File: config.mk
export PLATFORM = sky130hd
export DESIGN_NAME = hazard_ctrl
export DESIGN_NICKNAME = d
export VERILOG_FILES = /design/src/rtl/hazard_ctrl.sv
export SDC_FILE = /design/constraint.sdc
export NUM_CORES = 1
export LEC_CHECK = 0
export ABC_AREA = 1
export CAP_MARGIN = 20
export CORE_MARGIN = 1.5
export CORE_UTILIZATION = 43
export DETAILED_ROUTE_END_ITERATION = 8
export GPL_ROUTABILITY_DRIVEN = 0
export PLACE_DENSITY = 0.77
export SKIP_LAST_GASP = 1
export SLEW_MARGIN = 20
export SYNTH_ARGS = -nofsm -noshare
export SYNTH_HDL_FRONTEND = slang
export SYNTH_SLANG_ARGS = --single-unit
File: constraint.sdc
create_clock -name clk -period 1.7 [get_ports clk]
set_clock_uncertainty 0.05 [all_clocks]
set_input_delay 0.425 -clock clk [delete_from_list [all_inputs] [get_ports clk]]
set_output_delay 0.425 -clock clk [all_outputs]
set_load 0.005 [all_outputs]
File: src/rtl/hazard_ctrl.sv
// Pipeline hazard controller: load-use stalls, memory-wait stalls, branch
// flushes, operand forwarding selects and stall/flush performance counters.
module hazard_ctrl #(
    parameter int unsigned REG_AW  = 5,
    parameter int unsigned LD_LAT  = 1,
    parameter int unsigned CNT_W   = 16,
    parameter int unsigned R0_ZERO = 1
) (
    input  logic              clk,
    input  logic              rst,
    input  logic              D_valid,
    input  logic              D_ra_used,
    input  logic              D_rb_used,
    input  logic [REG_AW-1:0] D_ra,
    input  logic [REG_AW-1:0] D_rb,
    input  logic              EX_valid,
    input  logic              EX_we,
    input  logic              EX_ld,
    input  logic [REG_AW-1:0] EX_rd,
    input  logic              MEM_valid,
    input  logic              MEM_we,
    input  logic              MEM_ld,
    input  logic              MEM_str,
    input  logic              mem_busy,
    input  logic [REG_AW-1:0] MEM_rd,
    input  logic              WB_valid,
    input  logic              WB_we,
    input  logic [REG_AW-1:0] WB_rd,
    input  logic              EX_taken,
    output logic              pc_stall,
    output logic              fd_stall,
    output logic              dx_stall,
    output logic              xm_stall,
    output logic              fd_flush,
    output logic              dx_bubble,
    output logic              mw_bubble,
    output logic [1:0]        EX_fwd_a,
    output logic [1:0]        EX_fwd_b,
    output logic [CNT_W-1:0]  stall_cnt,
    output logic [CNT_W-1:0]  flush_cnt,
    output logic [1:0]        state
);

    localparam int unsigned LAT_W    = 3;
    localparam logic [LAT_W-1:0] LAT_INIT = LAT_W'(LD_LAT - 1);

    localparam logic [1:0] S_RUN     = 2'd0;
    localparam logic [1:0] S_LUSTALL = 2'd1;
    localparam logic [1:0] S_MEMWAIT = 2'd2;
    localparam logic [1:0] S_FLUSH   = 2'd3;

    logic [1:0]       state_q, state_d;
    logic [LAT_W-1:0] cnt_q, cnt_d;
    logic             pend_q, pend_d;
    logic [1:0]       fwd_a_q, fwd_b_q;
    logic [1:0]       sel_a, sel_b;
    logic [CNT_W-1:0] stall_cnt_q, flush_cnt_q;

    // A valid writing producer targets a register Decode actually reads.
    function automatic logic src_match(
        input logic              dv,
        input logic              used,
        input logic [REG_AW-1:0] src,
        input logic              pv,
        input logic              pwe,
        input logic [REG_AW-1:0] prd
    );
        return dv && used && pv && pwe && (src == prd) &&
               ((R0_ZERO == 0) || (src != '0));
    endfunction

    logic ex_a, ex_b, mem_a, mem_b, wb_a, wb_b;
    logic load_use, mem_wait, br_req;

    // Hazard detection terms shared by the FSM and forwarding logic.
    always_comb begin
        ex_a     = src_match(D_valid, D_ra_used, D_ra, EX_valid,  EX_we,  EX_rd);
        ex_b     = src_match(D_valid, D_rb_used, D_rb, EX_valid,  EX_we,  EX_rd);
        mem_a    = src_match(D_valid, D_ra_used, D_ra, MEM_valid, MEM_we, MEM_rd);
        mem_b    = src_match(D_valid, D_rb_used, D_rb, MEM_valid, MEM_we, MEM_rd);
        wb_a     = src_match(D_valid, D_ra_used, D_ra, WB_valid,  WB_we,  WB_rd);
        wb_b     = src_match(D_valid, D_rb_used, D_rb, WB_valid,  WB_we,  WB_rd);
        load_use = EX_ld && (ex_a || ex_b);
        mem_wait = (MEM_ld || MEM_str) && MEM_valid && mem_busy;
        br_req   = EX_taken || pend_q;
    end

    // FSM state, load-use down-counter and deferred-branch bit.
    always_ff @(posedge clk) begin
        if (!rst) begin
            state_q <= S_RUN;
            cnt_q   <= '0;
            pend_q  <= 1'b0;
        end else begin
            state_q <= state_d;
            cnt_q   <= cnt_d;
            pend_q  <= pend_d;
        end
    end

    // Next state: memory wait beats branch beats load-use; branches seen
    // outside RUN are parked in pend and taken once back in RUN.
    always_comb begin
        state_d = state_q;
        cnt_d   = cnt_q;
        pend_d  = pend_q;
        case (state_q)
            S_RUN: begin
                if (mem_wait) begin
                    state_d = S_MEMWAIT;
                    pend_d  = pend_q || EX_taken;
                end else if (br_req) begin
                    state_d = S_FLUSH;
                    pend_d  = 1'b0;
                end else if (load_use) begin
                    state_d = S_LUSTALL;
                    cnt_d   = LAT_INIT;
                end
            end
            S_LUSTALL: begin
                pend_d = pend_q || EX_taken;
                if (mem_wait) begin
                    state_d = S_MEMWAIT;
                end else if (cnt_q != '0) begin
                    cnt_d = cnt_q - LAT_W'(1);
                end else begin
                    state_d = S_RUN;
                end
            end
            S_MEMWAIT: begin
                pend_d = pend_q || EX_taken;
                if (!mem_busy) begin
                    state_d = S_RUN;
                end
            end
            default: begin
                pend_d  = pend_q || EX_taken;
                state_d = mem_wait ? S_MEMWAIT : S_RUN;
            end
        endcase
    end

    // Pipeline control outputs, combinational from state and inputs; quiet in reset.
    always_comb begin
        pc_stall  = 1'b0;
        fd_stall  = 1'b0;
        dx_stall  = 1'b0;
        xm_stall  = 1'b0;
        fd_flush  = 1'b0;
        dx_bubble = 1'b0;
        mw_bubble = 1'b0;
        if (rst) begin
            case (state_q)
                S_RUN: begin
                    if (mem_wait) begin
                        {pc_stall, fd_stall, dx_stall, xm_stall, mw_bubble} = 5'b11111;
                    end else if (br_req) begin
                        {fd_flush, dx_bubble} = 2'b11;
                    end else if (load_use) begin
                        {pc_stall, fd_stall, dx_bubble} = 3'b111;
                    end
                end
                S_LUSTALL: begin
                    if (mem_wait) begin
                        {pc_stall, fd_stall, dx_stall, xm_stall, mw_bubble} = 5'b11111;
                    end else if (cnt_q != '0) begin
                        {pc_stall, fd_stall, dx_bubble} = 3'b111;
                    end
                end
                S_MEMWAIT: begin
                    if (mem_busy) begin
                        {pc_stall, fd_stall, dx_stall, xm_stall, mw_bubble} = 5'b11111;
                    end
                end
                default: begin
                    if (mem_wait) begin
                        {pc_stall, fd_stall, dx_stall, xm_stall, mw_bubble} = 5'b11111;
                    end
                end
            endcase
        end
    end

    // Forwarding select, nearest producer first.
    always_comb begin
        sel_a = ex_a ? 2'd1 : mem_a ? 2'd2 : wb_a ? 2'd3 : 2'd0;
        sel_b = ex_b ? 2'd1 : mem_b ? 2'd2 : wb_b ? 2'd3 : 2'd0;
    end

    // Forwarding selects travel with the D/EX register.
    always_ff @(posedge clk) begin
        if (!rst || dx_bubble) begin
            fwd_a_q <= 2'd0;
            fwd_b_q <= 2'd0;
        end else if (!dx_stall) begin
            fwd_a_q <= sel_a;
            fwd_b_q <= sel_b;
        end
    end

    // Saturating stall and flush counters.
    always_ff @(posedge clk) begin
        if (!rst) begin
            stall_cnt_q <= '0;
            flush_cnt_q <= '0;
        end else begin
            if (pc_stall && (stall_cnt_q != '1)) begin
                stall_cnt_q <= stall_cnt_q + CNT_W'(1);
            end
            if (fd_flush && (flush_cnt_q != '1)) begin
                flush_cnt_q <= flush_cnt_q + CNT_W'(1);
            end
        end
    end

    assign EX_fwd_a  = fwd_a_q;
    assign EX_fwd_b  = fwd_b_q;
    assign stall_cnt = stall_cnt_q;
    assign flush_cnt = flush_cnt_q;
    assign state     = state_q;

endmodule

## Word-level counts from Yosys, hierarchy flattened

Index checks and enable logic that the tools add are counted.

- $add $sub $neg: 3
- Reduce and logical (&&, ||, !) cells: 43
- Muxes and demuxes: 43
- Equal/unequal tests: 19

Operators with widths:

| operator | count |
|---|---|
| adder 16 x 1 -> 16 bit (second input constant) | 2 |
| inequality test 16 bit (second input constant) | 2 |
| logical AND 1 bit | 31 |
| == test 5 bit | 6 |
| two-way mux 2 bit | 13 |
| two-way mux 1 bit | 21 |
| two-way mux 3 bit | 5 |
| inequality test 2 bit (second input constant) | 6 |
| nonzero test 5 bit | 2 |
| inequality test 3 bit (second input constant) | 2 |
| one-hot mux 2 bit (3 select lines) | 1 |
| one-hot mux 3 bit (2 select lines) | 1 |
| AND reduction 6 bit | 1 |
| logical OR 1 bit | 4 |
| inequality test 4 bit (second input constant) | 1 |
| one-hot mux 1 bit (3 select lines) | 1 |
| AND reduction 3 bit | 1 |
| nonzero test 3 bit | 1 |
| subtractor 3 x 1 -> 3 bit (second input constant) | 1 |
| == test 2 x 1 -> 1 bit (second input constant) | 1 |
| == test 2 bit (second input constant) | 1 |
| logical NOT 2 bit | 1 |
| one-hot mux 1 bit (2 select lines) | 1 |
| nonzero test 2 bit | 1 |
| logical NOT 1 bit | 1 |

- Output and inout port bits: 45
- Logic and storage cells: 115
- Bits in registers: 42
- Bits of input ports: 41

## Logic depth before layout (Yosys ltp)

- Depth in word-level cells: 13
- Depth in mapped cells: 13
- Gate-level depth less buffers: 13

## Least setup slack after synthesis

No wires, ideal clock.

- Path kind: input-to-output
- From: input D_rb[1]
- To: output pc_stall
- Data arrival time: 1.369 ns
- Stages on the path: 10
- Required time: 1.225 ns
- Path slack: -0.144 ns
- Path buffers: 1
- Cells stage by stage: inv_1 > nor2_1 > nor2_1 > nand2_1 > nor2_1 > nand2_1 > nand2_1 > nand3_2 > a21oi_1 > buf_4

- Longest elaborated chain between the ends: 10
- Elaborated cells on any way between the ends: 11
- Classes of those cells: eq/ne: 1; mux: 5; reduce/logical: 5

RTL lines:

| what | RTL line | RTL |
|---|---|---|
| from (decl) | 15 | `input logic [REG_AW-1:0] D_rb,` |
| == test 5 bit | 68 | `return dv && used && pv && pwe && (src == prd) &&` |
| logical AND 1 bit | 68 |  |
| logical AND 1 bit (*) | 68 |  |
| logical OR 1 bit (*) | 83 | `load_use = EX_ld && (ex_a \|\| ex_b);` |
| logical AND 1 bit (*) | 83 |  |
| two-way mux 1 bit (*) (3 in series) | -- |  |
| one-hot mux 1 bit (3 select lines) (*) | -- |  |
| two-way mux 1 bit (*) | -- |  |
| to (decl) | 30 | `output logic pc_stall,` |

Mark *: on every way between the ends. The rest lies on a longest branch, timed or not.

## Worst setup path after layout

- From: input D_rb[0]
- To: output fd_stall

- Longest elaborated chain between the ends: 10
- Elaborated cells on any way between the ends: 11
- Classes of those cells: eq/ne: 1; mux: 5; reduce/logical: 5

RTL lines:

| what | RTL line | RTL |
|---|---|---|
| == test 5 bit | 68 |  |
| logical AND 1 bit | 68 |  |
| logical AND 1 bit (*) | 68 |  |
| logical OR 1 bit (*) | 83 |  |
| logical AND 1 bit (*) | 83 |  |
| two-way mux 1 bit (*) | 159 | `end else if (load_use) begin` |
| two-way mux 1 bit (*) | 157 | `end else if (br_req) begin` |
| two-way mux 1 bit (*) | 155 | `if (mem_wait) begin` |
| one-hot mux 1 bit (3 select lines) (*) | 153 | `case (state_q)` |
| two-way mux 1 bit (*) | 152 | `if (rst) begin` |
| to (decl) | 31 | `output logic fd_stall,` |

Marked as above.

==> impl_metrics.yaml <==
run_status:
  status: "finished, violations left"
  violations: "design-rule violations, negative setup slack"
finish:
  multi_input_area_um2: 2340
  fin_util_pct: 84.5
  area_growth_pct: 88.3
  num-nets-final: 695
  drive_gt1_share_pct: 47.3
  diodes: 0
  layout.cells.non_filler: 728
  register_area_um2: 908
  nFillCells: 322
timing:
  slew_headroom_pct: 66.8
  fin_crit_ns: 2.21
  setup_viol: 36
  rsz0062_at_grt: "true"
  final.period_utilization_pct: 130
  worst_slew_pin_slew_ns: 0.493
  hold_ws_ns: 0.427
  finalWorstSetupSlack_ns: -0.510
  finalHoldViolations: 0
  clock.fmax_ghz: 0.453
  drv_slew: 0
global_routing:
  antenna_found_initial: 0
  gr-total-overflow: 0
  grt_max_degree: 26
  grt_pass1_vias: 3912
  globalRouteTotalUtil_pct: 31.8
  grt_pass1_wl_um: 18400
placed_design:
  dp_cells: 681
  dp_hpwl_um: 7050
  port_buffers: 85
yosys:
  yosysWarnings: 0
  seq_area_frac_synth_pct: 29.2
  synth_cells: 444
  syn_nets: 489
  ys_seq_elements: 42
  syn_avg_cell_area_um2: 6.49
  ys_types: 33
  netlist_area_um2: 2880
route:
  first_pass_iters: 9
  via_per_inst: 6.03
  drc: 6
  ant_nets: 0
  vias: 4393
  drt_iter0_drc: 465
  routed_wl_um: 14800
  wl_per_cell_um: 20.3
clock_tree:
  cts.hold.buffers_added: 0
  cts_made_buffers: 5
  numClockSinks: 42
  cts_tree: "built"
  cts.clk_slew.worst_paths_ns: 0.09
  cts_buffer_depth: 2
  root_buffer: "clkbuf_8"
  htree_levels: 2
  insertion_delay_ns: 0.31
pwr:
  power_leakage_nw: 2.29
  ir_drop_mv: 0.350
  power.density_nw_per_um2: 500
  p_total_mw: 2.72
run:
  cap_violations: 0
min_path:
  hold_path_depth: 2
  hold_path.class: "reg -> reg"
setup_path:
  reg2reg_from: "state[0]"
  crit_path_max_fanout: 3
  path_class: "in -> out"
  crit_end: "fd_stall"
  r2r-end: "EX_fwd_a[1]"
  path_cells: "buf_4 -> xnor2_2 -> nand2_1 -> nor2_2 -> nand2_2 -> nand2_4 -> nand3_4 -> a21oi_4 -> buf_6 -> buf_6"
  cp-startpoint: "D_rb[0]"
  path_buf_inv: 3
  worstPathArrival_ns: 1.73
  path_depth: 10
  r2r_cells: 15
  crit_top_cell: "buf_6"
  critical-path-top-delay-family: "simple AND/OR/NAND/NOR gates"
  worst-r2r-setup-slack_ns: -0.27
  cp_slowest_cell: "xnor2_2"
  worstPathRequired_ns: 1.22
  cpPeakStageDelay_ns: 0.20
  cp-start-kind: "input port"
  worstSetupEndpointType: "primary output"
die:
  initial_core_util_pct: 44.9
  num_rows: 29
  die_height_um: 84.9
  io_pins: 86
  coreArea_um2: 6420
  die-area_um2: 7200
  die_w_um: 84.9
routing by layer:
layer	share of wire (%)	global-route usage [%]	routed length, µm
met2	47	55.4	6980
met3	9.5	6.13	1400
met4	7.5	17.9	1110
met1	36	36.4	5270
met5	0	0	0
tightest hold or removal path, stage by stage, from the launching register on:
cell and delay (ns):
dfxtp_2 0.33, nand2_1 0.05, a21oi_1 0.06
final cells by class:
type / instances / share of cell area [%]
Multi-Input combinational cell: 350 / 43.2
Tap cell: 77 / 1.77
Timing Repair Buffer: 209 / 33.3
Clock inverter: 2 / 0.254
Sequential cell: 42 / 16.7
Clock buffer: 6 / 1.34
Inverter: 42 / 3.43
repair_timing:
| action | CTS | global route |
|---|---|---|
| buffers inserted | 35 | 15 |
| pin swaps | 53 | 46 |
| cloned | 0 | 3 |
| gates resized for setup | 242 | 114 |
| endpoints found under the setup margin | 75 | 62 |
registers in the layout, indices dropped and copies added, names as in the netlist:
name and flops:
flush_cnt 16, stall_cnt 16, cnt_q 3, EX_fwd_a 2, EX_fwd_b 2, state 2, pend_q 1
kinds of logic (layout without fill, tap and decap cells):
family / after synthesis / after routing / synth area share (%)
flops: 42 / 42 / 29.2
buf+inv: 54 / 259 / 7.94
compound gates: 55 / 55 / 10.3
fa+ha+maj: 4 / 4 / 1.74
simple gates: 247 / 249 / 38.1
xor+xnor: 42 / 42 / 12.8
worst min-delay path by stage:
| stage | startpoint | endpoint | slack (ns) |
|---|---|---|---|
| floorplan | cnt_q[0] | cnt_q[0] | 0.39 |
| CTS | cnt_q[0] | cnt_q[0] | 0.43 |
| detailed placement | cnt_q[0] | cnt_q[0] | 0.42 |
| global placement | cnt_q[0] | cnt_q[0] | 0.41 |
| global route | cnt_q[0] | cnt_q[0] | 0.45 |
| finish | cnt_q[0] | cnt_q[0] | 0.43 |
through the flow:
stage	setup WS [ns]	cell area [µm²]	setup TNS, ns
finish	-0.510	5430	-6.37
global route	-0.540	5430	-8.19
CTS	-0.413	4920	-3.09
detailed placement	-1.20	4440	-31.24
global placement	-1.17	4440	-28.83
floorplan	-0.0654	2910	-0.115
report_power, final:
group          switching, mW  internal, mW
Combinational          0.535         0.482
Sequential            0.0182         0.993
Clock                  0.397         0.291
synth_stat cells (all sizes together):
master / instances / area [µm²]
nand4: 25 / 156
xor2: 23 / 201
a22oi: 2 / 15.0
nand3b: 1 / 7.51
clkbuf: 4 / 15.0
inv: 41 / 154
and3: 1 / 6.26
or2: 2 / 12.5
clkinv: 1 / 3.75
nand2: 112 / 428
nor2: 69 / 264
buf: 8 / 56.3
o21bai: 3 / 22.5
nor3: 16 / 95.1
xnor2: 19 / 166
a31oi: 1 / 6.26
nor3b: 2 / 15.0
dfxtp: 42 / 841
ha: 4 / 50.1
o21ai: 11 / 55.1
a21oi: 38 / 198
nor4: 1 / 6.26
nand3: 18 / 108
cells in the final DEF, fill, tap and decap left out, drive strengths merged:
cell	synthesis	layout
a21oi	38	38
a22oi	2	2
a31oi	1	1
and3	1	1
buf	8	150
clkbuf	4	10
clkdlybuf4s15	0	2
clkdlybuf4s50	0	37
clkinv	1	3
clkinvlp	0	1
dfxtp	42	42
dlygate4sd2	0	16
ha	4	4
inv	41	40
nand2	112	112
nand3	18	20
nand3b	1	1
nand4	25	25
nor2	69	69
nor3	16	16
nor3b	2	2
nor4	1	1
o21ai	11	11
o21bai	3	3
or2	2	2
xnor2	19	19
xor2	23	23
(Power assumes the default switching activity.)
